--- src/rtl/prg_fetch.sv ---
// ---------------------------------------------------------------------------
// prg_fetch
//
// Program counter and instruction fetch stage of the 4-bit CPU. It reads one
// 8-bit machine code per instruction from program ROM and holds it in the
// instruction register (MC_CODE). For one cycle it raises EXEC so the
// downstream decoder can act on that code. On the edge that ends EXEC it
// updates the program counter and the carry flag from the decoder's requests.
//
// Optional feature macro: PRG_FETCH_WDT_EN
//   When defined, a ROM acknowledge watchdog is added, along with the WDT_ERR
//   port. If ROM_ACK stays low for P_ACK_TO fetch cycles, the stage injects
//   JMP 0 (8'hD0) and sets a sticky error flag.
//
// Parameters
//   P_RST_VEC   program counter value after reset
//   P_ACK_TO    watchdog limit in fetch wait cycles (watchdog build only)
//
// Ports
//   CLK         clock, rising edge
//   RST         asynchronous active-high reset
//   RUN         fetch enable (level); sampled in IDLE and EXEC only
//   ROM_D       ROM read data, valid while ROM_ACK = 1
//   ROM_ACK     ROM data valid
//   PRG_CNT_LD  decoder jump request, honoured in EXEC only
//   CARRY_LD    decoder carry load request, honoured in EXEC only
//   ALU_CO      ALU carry-out
//   ROM_A       ROM address (always equals PC)
//   ROM_RD      ROM read request (high in FETCH)
//   MC_CODE     instruction register
//   EXEC        execute strobe, one cycle per instruction
//   CARRY       carry flag register
//   PC          program counter
//   WDT_ERR     sticky ROM timeout flag (watchdog build only)
// ---------------------------------------------------------------------------
module prg_fetch #(
  parameter logic [3:0] P_RST_VEC = 4'h0,
  parameter logic [3:0] P_ACK_TO  = 4'hF
) (
  input  logic       CLK,
  input  logic       RST,
  input  logic       RUN,
  input  logic [7:0] ROM_D,
  input  logic       ROM_ACK,
  input  logic       PRG_CNT_LD,
  input  logic       CARRY_LD,
  input  logic       ALU_CO,
  output logic [3:0] ROM_A,
  output logic       ROM_RD,
  output logic [7:0] MC_CODE,
  output logic       EXEC,
  output logic       CARRY,
  output logic [3:0] PC
`ifdef PRG_FETCH_WDT_EN
  ,
  output logic       WDT_ERR
`endif
);

  typedef enum logic [1:0] {
    S_IDLE  = 2'd0,
    S_FETCH = 2'd1,
    S_EXEC  = 2'd2
  } state_t;

  state_t state;
  state_t state_next;

  // High when the current fetch cycle is abandoned by the watchdog.
  logic timeout;

  assign ROM_A = PC;

`ifdef PRG_FETCH_WDT_EN
  logic [3:0] wait_cnt;

  // The counter is compared against P_ACK_TO-1 because the timeout fires on
  // the same edge that would have incremented it to P_ACK_TO. That gives
  // exactly P_ACK_TO unacknowledged fetch cycles before JMP 0 is injected.
  assign timeout = (state == S_FETCH) && !ROM_ACK &&
                   (wait_cnt == (P_ACK_TO - 4'd1));

  // Wait counter and sticky error flag. The counter restarts whenever FETCH is
  // entered, whether the previous state was IDLE or EXEC.
  always_ff @(posedge CLK or posedge RST) begin
    if (RST) begin
      wait_cnt <= 4'd0;
      WDT_ERR  <= 1'b0;
    end else begin
      if ((state_next == S_FETCH) && (state != S_FETCH)) begin
        wait_cnt <= 4'd0;
      end else if ((state == S_FETCH) && !ROM_ACK) begin
        wait_cnt <= wait_cnt + 4'd1;
      end
      if (timeout) begin
        WDT_ERR <= 1'b1;
      end
    end
  end
`else
  // Without the watchdog, FETCH waits for ROM_ACK indefinitely. The timeout
  // parameter is still part of the interface, so it is folded into a
  // deliberately unused net.
  logic unused_ack_to;
  assign unused_ack_to = ^P_ACK_TO;
  assign timeout       = 1'b0;
`endif

  // State register.
  always_ff @(posedge CLK or posedge RST) begin
    if (RST) begin
      state <= S_IDLE;
    end else begin
      state <= state_next;
    end
  end

  // Next state and the strobes that depend only on the state. RUN is looked
  // at only in IDLE and EXEC, so a fetch that has started always completes and
  // executes.
  always_comb begin
    state_next = state;
    ROM_RD     = 1'b0;
    EXEC       = 1'b0;
    case (state)
      S_IDLE: begin
        if (RUN) begin
          state_next = S_FETCH;
        end
      end
      S_FETCH: begin
        ROM_RD = 1'b1;
        if (ROM_ACK || timeout) begin
          state_next = S_EXEC;
        end
      end
      S_EXEC: begin
        EXEC       = 1'b1;
        state_next = RUN ? S_FETCH : S_IDLE;
      end
      default: begin
        state_next = S_IDLE;
      end
    endcase
  end

  // Instruction register, program counter and carry flag.
  // MC_CODE is loaded only on the FETCH -> EXEC edge. PC and CARRY change only
  // on the edge that ends EXEC. Because reset is asynchronous, an instruction
  // caught in EXEC is dropped without applying its update.
  always_ff @(posedge CLK or posedge RST) begin
    if (RST) begin
      PC      <= P_RST_VEC;
      MC_CODE <= 8'h00;
      CARRY   <= 1'b0;
    end else begin
      if (state == S_FETCH) begin
        if (ROM_ACK) begin
          MC_CODE <= ROM_D;
        end else if (timeout) begin
          MC_CODE <= 8'hD0;
        end
      end
      if (state == S_EXEC) begin
        if (PRG_CNT_LD) begin
          PC <= MC_CODE[3:0];
        end else begin
          PC <= PC + 4'd1;
        end
        if (CARRY_LD) begin
          CARRY <= ALU_CO;
        end
      end
    end
  end

endmodule

--- config.mk ---
export PLATFORM = sky130hd
export DESIGN_NAME = prg_fetch
export DESIGN_NICKNAME = d
export VERILOG_FILES = /design/src/rtl/prg_fetch.sv
export SDC_FILE = /design/constraint.sdc
export NUM_CORES = 1
export LEC_CHECK = 0
export BUFFER_PORTS_ARGS = -buffer_cell sky130_fd_sc_hd__buf_2
export CAP_MARGIN = 20
export CORE_UTILIZATION = 48
export CTS_CLUSTER_SIZE = 25
export DETAILED_ROUTE_END_ITERATION = 10
export GPL_ROUTABILITY_DRIVEN = 0
export PLACE_DENSITY_LB_ADDON = 0.15
export SETUP_SLACK_MARGIN = 0.02
export SYNTH_ARGS = -nofsm -noshare
export SYNTH_HDL_FRONTEND = slang
export SYNTH_SLANG_ARGS = --single-unit
--- constraint.sdc ---
create_clock -name CLK -period 2.3 [get_ports CLK]
set_input_delay 0.115 -clock CLK [delete_from_list [all_inputs] [get_ports CLK]]
set_output_delay 0.115 -clock CLK [all_outputs]
set_load 0.02 [all_outputs]
Yosys cells after proc, flatten, opt, wreduce, memory -nomap -nowiden
Cells that the tools add are included.
{"block": "totals", "regBits": 15, "in_bits": 15, "output_inout_bits": 19, "wordCells": 20}
{"block": "classes", "reduce_logical": 4, "eq_ne": 4, "n_mux": 7, "addsub": 1}
{"operator": "$pmux 2 s3", "n": 1}
{"operator": "$reduce_and 2->1", "n": 3}
{"operator": "$add 4x1->4 const B", "n": 1}
{"operator": "$mux 2", "n": 2}
{"operator": "$mux 4", "n": 1}
{"operator": "$ne 2x2->1 const B", "n": 2}
{"operator": "$mux 1", "n": 3}
{"operator": "$eq 2x1->1 const B", "n": 1}
{"operator": "$eq 2x2->1 const B", "n": 1}
{"operator": "$logic_not 2->1", "n": 1}

Longest topological paths before layout
Gate-level depths: netlist of run 1.
{"block": "depth", "ltp_word": 3, "depth_mapped": 4, "mapped_depth_nobuf": 3}

Worst setup path after synthesis of run 1
No wires, ideal clock.
{"block": "synth_timing", "path_kind": "reg-to-reg", "from": "reg PC[0]", "to": "reg PC[2]", "period_less_slack_ns": 1.202, "setup_time_ns": 0.121, "path_slack_ns": 1.098, "arrival_time_ns": 1.081, "stages_incl_launch_ff": 4, "t_required_ns": 2.179, "cell_sequence": "dfrtp_1 > ha_1 > a22o_1 > a22o_1"}
{"block": "synth_via", "elab_chain_cells": 2}
{"element": "start: declaration", "line_no": "53", "text": "output logic [3:0] PC"}
{"element": "start signal: assignment", "line_no": "166", "text": "PC <= MC_CODE[3:0];"}
{"element": "start signal: assignment", "line_no": "168", "text": "PC <= PC + 4'd1;"}
{"element": "$add 4x1->4", "line_no": "168"}
{"element": "$mux 4", "line_no": "165", "text": "if (PRG_CNT_LD) begin"}
No other way between the ends.
A chain may end at the register's enable or synchronous reset.

Worst setup path after layout of run 1
{"block": "layout_timing", "from": "reg state[0]", "to": "out EXEC"}
{"block": "layout_via", "elab_chain_cells": 2}
{"element": "start: declaration", "line_no": "66", "text": "state_t state;"}
{"element": "start signal: assignment", "line_no": "114", "text": "state <= state_next;"}
{"element": "$eq 2x2->1", "line_no": "125", "text": "case (state)"}
{"element": "$mux 1", "line_no": "125"}
{"element": "end: declaration", "line_no": "51", "text": "output logic EXEC,"}
No other way between the ends.

==> results of run 1 <==
-- cell families (layout without fill, tap and decap cells) --
family,after synthesis,after routing,synth area share
adders and majority gates,1,1,0.01695
AOI/OAI and AO/OA,8,8,0.07119
DFF,15,15,0.5085
buffers and inverters,9,41,0.07288
and+or+nand+nor,12,12,0.1051
muxes,12,12,0.2254
-- flip-flops by register name, summed over array words and instances, names as in the netlist --
signal   count
PC           4
CARRY        1
MC_CODE      8
state        2
-- cells in the mapped netlist --
master and number:
a21oi_1 3, a22o_1 2, a31o_1 1, and2b_4 1
buf_2 1, buf_4 5, dfrtp_1 15, ha_1 1
inv_1 2, inv_2 1, mux2_2 1, mux2_4 9
mux2i_1 2, nand2_1 1, nand2_2 1, nand2_8 1
nand2b_1 1, nand3_1 2, nor2_1 4, nor2b_1 1
o21ai_1 1, o22ai_1 1
-- where the power goes --
group / leakage, nW / switching [mW] / internal [mW]
clock network: 0.0150 / 0.0780 / 0.0672
logic: 0.300 / 0.271 / 0.215
registers: 0.177 / 0.0861 / 0.351
-- final cells by class --
cell class,instances,share of cell area
well taps,15,0.02049
clock buffers,4,0.02869
inverters,3,0.01230
flip-flops and latches,15,0.4098
multi-input cells,33,0.3374
repair buffers,34,0.1913
-- through the flow --
step	hold slack [ns]	utilization	std cells	setup slack, ns
CTS	0.05574	0.6703	104	0.6663
floorplan	0.01648	-	57	1.098
global route	0.05108	0.6703	104	0.5733
detailed placement	0.1878	0.6438	99	0.8373
finish	0.06567	0.6703	104	0.6886
global placement	0.1836	0.6438	99	0.8598
-- per-layer routing --
layer / share of wire / wire (um) / track usage / vias up
met5: 0 / 0 / 0 / -
met4: 0.0096 / 12 / 0.1452 / 0
met2: 0.53 / 662 / 0.2773 / 20
met3: 0.053 / 66 / 0.03261 / 2
met1: 0.41 / 510 / 0.1986 / 247
li1: - / - / - / 256
-- path summary, 6_finish.rpt --
check / start / endpoint / slack, ns / cells past startpoint
setup / recovery: state[0]$_DFFE_PP0P_ / EXEC / 0.69 / 2
hold reg to reg: MC_CODE[4]$_DFFE_PP0P_ / MC_CODE[4]$_DFFE_PP0P_ / 0.52 / 1
min in group asynchronous: RST / MC_CODE[4]$_DFFE_PP0P_ / 0.43 / 3
hold / removal: ROM_D[1] / MC_CODE[1]$_DFFE_PP0P_ / 0.07 / 2
setup reg to reg: state[0]$_DFFE_PP0P_ / CARRY$_DFFE_PP0P_ / 0.84 / 3
max in group asynchronous: RST / PC[3]$_DFFE_PP0N_ / 1.51 / 3
==> key figures, run 1 <==
Run status
  • Status: finished, final reports clean

Routing
  • DRT Wirelength: 1252 um
  • Via count: 525
  • Detail Route Antenna Nets: 0
  • DRT iter0 DRCs: 2
  • DR vias/cell: 5.048
  • Drt wl/cell: 12.04 um
  • Drt drc: 0
  • DRT Pass-1 Iters: 3

Timing
  • RSZ-0062 raised after global routing: no
  • Fin. max-slew vios: 0
  • Final min period: 1.611 ns
  • Final setup TNS: 0 ns
  • Fin crit share: 0.7006
  • Final Setup Violations: 0
  • Max_slew headroom: 0.5579
  • Final hold violation count: 0
  • F_max: 620.6 MHz
  • Setup Skew: 0.0006997 ns
  • Worst Max-Slew Pin Slew: 0.6617 ns

Clock tree
  • CTS-repair resized insts: 0
  • Clk slew on worst S/H paths: 0.08 ns
  • Max clock buf depth: 2
  • Clock latency at the later pin of the worst-skew pair: 0.27 ns
  • Setup bufs post-CTS: 0
  • CTS Root Cell: clkbuf_4
  • CTS H-Tree Depth: 1
  • CTS buffer count: 3
  • TritonCTS clock tree: built
  • Hold buffers post-CTS: 1
  • CTS Sinks: 15

Global route
  • Largest net degree at the start of global routing: 16
  • Initial antenna violation count: 0
  • Via count of the first global-routing pass: 414
  • GRT Overall Usage: 0.1739
  • Overflow after GRT: 0
  • Global-route wire length before repair: 1752 um

Min path
  • Hold Crit Class: primary input to flop

Synthesis
  • Syn Nets: 73
  • Mapped Cells: 57
  • Register area share after synthesis: 0.5085
  • Synth warn: 0
  • Yosys cell types: 22
  • Area leader, netlist: dfrtp_1
  • Synthesized cell area: 738.2 sq um
  • Synth Area per Inst: 12.95 sq um
  • Seq cells post-synth: 15
  • Top cell type's share of synthesized area: 0.5085
  • Synth top area cells: dfrtp_1 51%, mux2_4 18%, buf_4 5.1%, mux2i_1 2.7%, nand2_8 2.7%

Layout
  • Register area: 375.4 sq um
  • Multi-input logic area: 309.0 sq um
  • Commonest non-fill, non-tap cells in the layout: 33 x buf_2, 15 x dfrtp_1, 9 x mux2_4
  • Area Growth Syn to Fin: 24.07%
  • Most common cell after layout, fill and taps aside: buf_2
  • Fraction of layout cells with a size suffix above 1: 0.5618
  • Fillers: 127
  • Final nets: 106
  • N_diodes: 0
  • Design area: 915.9 sq um

Worst setup path
  • Buffers & Inverters on Critical Path: 1
  • Required @ worst endpoint: 2.18 ns
  • Worst path slowest cell: nor2b_1
  • Worst path max stage delay: 0.53 ns
  • Arrival time at the worst endpoint: 1.50 ns
  • Crit Path Max Fanout: 10
  • Crit path kind: flop to output pin
  • Worst setup SP type: flop
  • Worst path cell trace: nor2b_1 > buf_2
  • Nature of the critical path endpoint: output pin
  • CP delay by family, top: simple AND/OR/NAND/NOR gates

Die
  • Initial Util: 0.5403
  • Die width: 41.22 um
  • Ports: 34
  • Die Area: 1699 sq um
  • Core area: 1366 sq um
  • Die H: 41.22 um
  • Row cnt: 13

Placement
  • Cell Area, Placed: 879.6 sq um
  • Port bufs: 33
  • Dpl hpwl: 949.3 um

Power and ir drop
  • Maximum vdd drop: 0.6683 mV
  • Leakage power: 0.4923 nW
  • Power, Total: 1.067 mW
  • Pwr Density: 1165 nW/um^2

Run
  • Maximum capacitance violations: 0
Note: power is estimated with default switching activity, not from simulation.
==> inputs of run 2 (changes only) <==
Settings changed: CORE_UTILIZATION 48 to 44.
Clock period 2.3 ns to 1.5 ns, I/O delays scaled along.
==> run 2 against run 1 <==
Effect of this change:
- setup slack worse by 0.46 ns
- sequential power is 52% higher
- final area increased by 0.96%
- cell count up 1.9%
- clock-buffer cell count stayed put
- critical path depth increased by 1
- combinational power is 55% higher
- routed wire length rose by 2.2%
- sequential cell count did not move
- critical endpoint unchanged
==> key figures, run 2 (synthesis gave the netlist of run 1 again) <==
Layout
  • N_diodes: 0 (unchanged)
  • Largest register FFs: 8 (unchanged)
  • Most common cell after layout, fill and taps aside: buf_2
  • Commonest non-fill, non-tap cells in the layout: 33 x buf_2, 15 x dfrtp_1, 9 x mux2_4
  • Final nets: 107 (+0.94%)
  • Biggest register: MC_CODE
  • Design area: 924.6 sq um (+0.96%)
  • Post-route insts no fill: 106 (+1.9%)
  • Fraction of layout cells with a size suffix above 1: 0.5667 (+0.004869)
  • Biggest regs: MC_CODE: 8 flops, PC: 4 flops, state: 2 flops
  • Area Growth Syn to Fin: 25.25%
  • Fillers: 135 (+6.3%)

Min path
  • Hold path endpoint: MC_CODE[2]$_DFFE_PP0P_
  • Hold Crit Class: primary input to flop
  • Min-Delay Startpoint: ROM_D[2]
  • Hold Crit Depth: 2 (unchanged)

Timing
  • Setup Skew: 0.003402 ns (+0.002702 ns)
  • Worst Max-Slew Pin Slew: 0.5553 ns (-0.1064 ns)
  • Final Setup Violations: 0 (unchanged)
  • Fin crit share: 0.8453
  • Final hold violation count: 0 (unchanged)
  • RSZ-0062 raised after global routing: no
  • F_max: 788.7 MHz
  • Final setup TNS: 0 ns (unchanged)
  • Hold_ws: 0.02667 ns (-0.03900 ns)
  • Max_slew headroom: 0.6294 (+0.07145)
  • Final min period: 1.268 ns
  • Post-route setup slack: 0.2321 ns (-0.4565 ns)
  • Fin. max-slew vios: 0 (unchanged)

Die
  • Core area: 1541 sq um (+13%)
  • Initial Util: 0.4789 (-0.06140)
  • Die H: 42.96 um (+4.2%)
  • Row cnt: 14 (+1)
  • Ports: 34 (unchanged)
  • Die Area: 1846 sq um (+8.6%)
  • Die width: 42.96 um (+4.2%)

Clock tree
  • Max clock buf depth: 2 (unchanged)
  • Clk slew on worst S/H paths: 0.08 ns (about the same)
  • Clock latency at the later pin of the worst-skew pair: 0.27 ns (about the same)
  • TritonCTS clock tree: built
  • CTS Root Cell: clkbuf_4
  • CTS H-Tree Depth: 1 (unchanged)
  • CTS Sinks: 15 (unchanged)
  • CTS buffer count: 3 (unchanged)

Run
  • Maximum capacitance violations: 0 (unchanged)

Worst setup path
  • Worst path slowest cell: dfrtp_1
  • Setup slack, reg-to-reg: 0.29 ns (-0.55 ns)
  • Crit path kind: flop to output pin
  • Required @ worst endpoint: 1.42 ns (-0.76 ns)
  • FF-to-FF path depth: 4 (+1)
  • Buffers & Inverters on Critical Path: 2 (+1)
  • Reg-to-reg endpoint: CARRY$_DFFE_PP0P_
  • Worst path cell trace: nor2b_1 > buf_4 > buf_2
  • CP delay by family, top: flip-flops
  • Arrival time at the worst endpoint: 1.19 ns (-0.31 ns)
  • Worst setup SP type: flop
  • Worst r2r src: state[0]$_DFFE_PP0P_
  • Worst path max stage delay: 0.42 ns (-0.11 ns)
  • Nature of the critical path endpoint: output pin
  • Crit Path Max Fanout: 10 (unchanged)

Power and ir drop
  • Pwr Density: 1772 nW/um^2 (+52%)
  • Maximum vdd drop: 0.8551 mV (+28%)
  • Leakage power: 0.4977 nW (+1.1%)

Routing
  • DR vias/cell: 4.953 (-1.9%)
  • DRT iter0 DRCs: 5 (+3)
  • Drt wl/cell: 12.07 um (+0.23%)
  • DRT Pass-1 Iters: 2 (-1)
  • Detail Route Antenna Nets: 0 (unchanged)
  • Drt drc: 0 (unchanged)
  • DRT Wirelength: 1279 um (+2.2%)
  • Via count: 525 (unchanged)

Global route
  • Global-route wire length before repair: 2145 um (+22%)
  • GRT Overall Usage: 0.1601 (-0.01372)
  • Overflow after GRT: 0 (unchanged)
  • Largest net degree at the start of global routing: 16 (unchanged)
  • Via count of the first global-routing pass: 459 (+11%)
  • Initial antenna violation count: 0 (unchanged)

Placement
  • Setup Slack @ Placement: 0.3188 ns (-0.5185 ns)
  • Dpl cells: 101 (+2.0%)
  • Dpl hpwl: 970.7 um (+2.3%)
  • Port bufs: 33 (unchanged)
  • Cell Area, Placed: 888.4 sq um (+1.0%)

Run status
  • Status: finished, final reports clean
run 2: final cells by class:
cell class	count	area (sq um)	area share
Sequential cell	15	375.4	0.4060
Inverter	3	11.26	0.01218
Timing Repair Buffer	35	182.7	0.1976
Tap cell	16	20.02	0.02165
Clock buffer	4	26.28	0.02842
Multi-Input combinational cell	33	309.0	0.3342
run 2: metal layers:
layer  wire length (um)  global-route usage  vias to the layer above
met5                  0                   0                        -
met2                595              0.2242                       21
li1                   -                   -                      257
met3                 78             0.02553                        2
met4                  9             0.09091                        0
met1                596              0.2335                      245
run 2: worst max-delay path by stage:
stage,from,to,slack [ns],cells after the start
2_1_floorplan,PC[0]$_DFFE_PP0N_,PC[2]$_DFFE_PP0N_,0.30,3
3_3_place_gp,state[1]$_DFFE_PP0P_,MC_CODE[0]$_DFFE_PP0P_,0.34,3
3_5_place_dp,state[1]$_DFFE_PP0P_,MC_CODE[7]$_DFFE_PP0P_,0.32,3
4_1_cts,state[0]$_DFFE_PP0P_,EXEC,0.23,3
5_1_grt,state[0]$_DFFE_PP0P_,EXEC,0.16,3
6_report,state[0]$_DFFE_PP0P_,EXEC,0.23,3
run 2: timing repair:
action,in CTS,in global routing
resized for setup,0,0
buffers inserted,0,0
hold buffers,1,0
hold endpoints to repair,15,0
run 2: per-stage QoR:
stage | power [mW] | utilization
2_1_floorplan | 1.250 | -
3_3_place_gp | 1.411 | 0.5763
3_5_place_dp | 1.432 | 0.5763
4_1_cts | 1.659 | 0.5998
5_1_grt | 1.750 | 0.5998
6_report | 1.638 | 0.5998
run 2: worst register-to-register path: cells and delay by family (launching register included):
kind,cells,cell delay [ns]
flip-flops,1,0.42
multiplexers,1,0.28
AND/OR/NAND/NOR,2,0.21
buffers and inverters,1,0.19
run 2: power breakdown:
| part | leakage, nW | internal [mW] | switching [mW] |
|---|---|---|---|
| clock network | 0.0150 | 0.103 | 0.116 |
| registers | 0.177 | 0.538 | 0.128 |
| logic | 0.305 | 0.334 | 0.419 |
| total | 0.498 | 0.975 | 0.664 |
==> inputs of run 3 (changes only) <==
Clock period 1.5 ns to 1.3 ns, I/O delays scaled along.
==> run 3 against run 2 <==
Effect of this change:
- critical path depth stayed put
- via count rose by 4.8%
- non-clock buffer count up 3
- hold slack worse by 0.0036 ns
- register-to-register slack worse by 0.19 ns
- die area did not move
- combinational power up 21%
- first-iteration DRC count increased by 60%
- sequential power up 13%
- global-route usage fell by 0.95 points
- setup slack worse by 0.13 ns
- critical endpoint is now MC_CODE[1]$_DFFE_PP0P_
==> key figures, run 3 (synthesis gave the netlist of run 1 again) <==
Power and ir drop
  • Leakage power: 0.5133 nW (+3.1%)
  • Seq pwr share: 0.395 (-0.011)
  • Int Pwr: 1.147 mW (+18%)
  • Sw frac: 0.3993 (-0.005732)
  • Clk network pwr share: 0.128 (-0.006)
  • Pwr Density: 2017 nW/um^2 (+14%)
  • P_sw: 0.7628 mW (+15%)
  • Maximum vdd drop: 0.8424 mV (-1.5%)
  • Comb power frac: 0.477 (+0.017)

Worst setup path
  • Arrival time at the worst endpoint: 1.35 ns (+0.16 ns)
  • Buffers & Inverters on Critical Path: 0 (-2)
  • Required @ worst endpoint: 1.45 ns (+0.03 ns)
  • Nature of the critical path endpoint: flop
  • Worst path slowest cell: dfrtp_1
  • CP delay by family, top: flip-flops
  • Worst path max stage delay: 0.40 ns (-0.02 ns)
  • Worst path cell trace: and2b_4 > nand2_8 > mux2_4
  • Setup slack, reg-to-reg: 0.1 ns (-0.19 ns)
  • Crit path kind: flop to flop
  • Crit Path Max Fanout: 9 (-1)
  • Worst setup SP type: flop

Placement
  • Dpl cells: 102 (+0.99%)
  • Dpl hpwl: 965.8 um (-0.50%)
  • Port bufs: 33 (unchanged)
  • Setup Slack @ Placement: 0.1176 ns (-0.2012 ns)
  • Cell Area, Placed: 895.9 sq um (+0.85%)

Layout
  • Register area: 375.4 sq um (unchanged)
  • Largest register FFs: 8 (unchanged)
  • Fillers: 136 (+0.74%)
  • Biggest regs: MC_CODE: 8 flops, PC: 4 flops, state: 2 flops
  • Area Growth Syn to Fin: 28.31%
  • Final nets: 110 (+2.8%)
  • Post-route insts no fill: 109 (+2.8%)
  • Design area: 947.2 sq um (+2.4%)
  • Most common cell after layout, fill and taps aside: buf_2
  • Biggest register: MC_CODE
  • N_diodes: 0 (unchanged)
  • Final Util: 0.6144 (+0.01461)
  • Multi-input logic area: 309.0 sq um (unchanged)
  • Commonest non-fill, non-tap cells in the layout: 33 x buf_2, 15 x dfrtp_1, 9 x mux2_4
  • Fraction of layout cells with a size suffix above 1: 0.5806 (+0.01398)

Clock tree
  • CTS-repair resized insts: 0 (unchanged)
  • CTS buffer count: 3 (unchanged)
  • Clock latency at the later pin of the worst-skew pair: 0.26 ns (about the same)
  • TritonCTS clock tree: built
  • Clk slew on worst S/H paths: 0.08 ns (about the same)
  • CTS Root Cell: clkbuf_4
  • Max clock buf depth: 2 (unchanged)
  • CTS Sinks: 15 (unchanged)
  • CTS H-Tree Depth: 1 (unchanged)

Timing
  • Final min period: 1.201 ns
  • Post-route setup slack: 0.09856 ns (-0.1335 ns)
  • Setup Skew: 0.003489 ns (+0.00008660 ns)
  • Final hold violation count: 0 (unchanged)
  • Worst Max-Slew Pin Slew: 0.5654 ns (+0.01009 ns)
  • Final setup TNS: 0 ns (unchanged)
  • F_max: 832.3 MHz
  • Final Setup Violations: 0 (unchanged)
  • Fin crit share: 0.9242
  • Fin. max-slew vios: 0 (unchanged)
  • RSZ-0062 raised after global routing: no
  • Max_slew headroom: 0.6227 (-0.006732)

Global route
  • Via count of the first global-routing pass: 455 (-0.87%)
  • Largest net degree at the start of global routing: 16 (unchanged)
  • Global-route wire length before repair: 2056 um (-4.1%)
  • Overflow after GRT: 0 (unchanged)
  • GRT Overall Usage: 0.1506 (-0.009518)
  • Initial antenna violation count: 0 (unchanged)

Routing
  • Drt drc: 0 (unchanged)
  • DRT Wirelength: 1257 um (-1.7%)
  • Via count: 550 (+4.8%)
  • DRT iter0 DRCs: 8 (+3)
  • Drt wl/cell: 11.53 um (-4.4%)
  • DR vias/cell: 5.046 (+1.9%)
  • Detail Route Antenna Nets: 0 (unchanged)
  • DRT Pass-1 Iters: 4 (+2)

Run status
  • Status: finished, final reports clean

Die
  • Die Area: 1846 sq um (unchanged)
  • Core area: 1541 sq um (unchanged)
  • Ports: 34 (unchanged)
  • Die H: 42.96 um (unchanged)
  • Row cnt: 14 (unchanged)
  • Die width: 42.96 um (unchanged)
  • Initial Util: 0.4789 (unchanged)

Min path
  • Hold Crit Class: primary input to flop

Run
  • Maximum capacitance violations: 0 (unchanged)
==> run 3: changes by cell type in the layout (fill, tap and decap cells not counted), sizes merged <==
cell	before	now
buf	34	37
==> run 3: stage by stage <==
stage / hold WS, ns / total power [mW]
2_1_floorplan: -0.03352 / 1.442
3_3_place_gp: 0.1432 / 1.653
3_5_place_dp: 0.1573 / 1.676
4_1_cts: 0.01854 / 1.926
5_1_grt: 0.01190 / 2.043
6_report: 0.02306 / 1.910
==> run 3: repair_timing <==
| action | in CTS | in global routing |
|---|---|---|
| buffers inserted | 0 | 2 |
| endpoints found under the hold margin | 15 | 0 |
| hold buffers | 1 | 0 |
| setup endpoints to repair | 0 | 1 |
==> run 3: layer usage <==
metal | track usage | share of wire
met1 | 0.2348 | 0.48
met2 | 0.2091 | 0.46
met3 | 0.02553 | 0.055
met4 | 0.05455 | 0
met5 | 0 | 0
==> run 3: area by class of cell <==
type | count | share of cell area
Multi-Input combinational cell | 33 | 0.3263
Clock buffer | 4 | 0.02774
Timing Repair Buffer | 38 | 0.2166
Sequential cell | 15 | 0.3963
Inverter | 3 | 0.01189
Tap cell | 16 | 0.02114
==> run 3: worst register-to-register path, delay by kind of cell (launching register included) <==
family | cells | cell delay [ns]
simple gates | 2 | 0.39
flops | 1 | 0.40
mux | 1 | 0.31
==> run 3: path summary, 6_finish.rpt <==
kind,startpoint,endpoint,cells after the start
setup / recovery,state[1]$_DFFE_PP0P_,MC_CODE[1]$_DFFE_PP0P_,3
hold / removal,ROM_D[2],MC_CODE[2]$_DFFE_PP0P_,2
setup reg to reg,state[1]$_DFFE_PP0P_,MC_CODE[1]$_DFFE_PP0P_,3
hold reg to reg,MC_CODE[6]$_DFFE_PP0P_,MC_CODE[6]$_DFFE_PP0P_,1
max in group asynchronous,RST,MC_CODE[5]$_DFFE_PP0P_,3
min in group asynchronous,RST,state[0]$_DFFE_PP0P_,3
==> run 3: power groups by stage <==
| stage | Clock, mW | Sequential [mW] | Combinational [mW] |
|---|---|---|---|
| after global routing | 0.276 | 0.781 | 0.986 |
| after detailed placement | 0 | 0.764 | 0.912 |
| final | 0.245 | 0.755 | 0.911 |
| after CTS | 0.257 | 0.756 | 0.913 |
| after global placement | 0 | 0.754 | 0.899 |
| after floorplan | 0 | 0.943 | 0.499 |
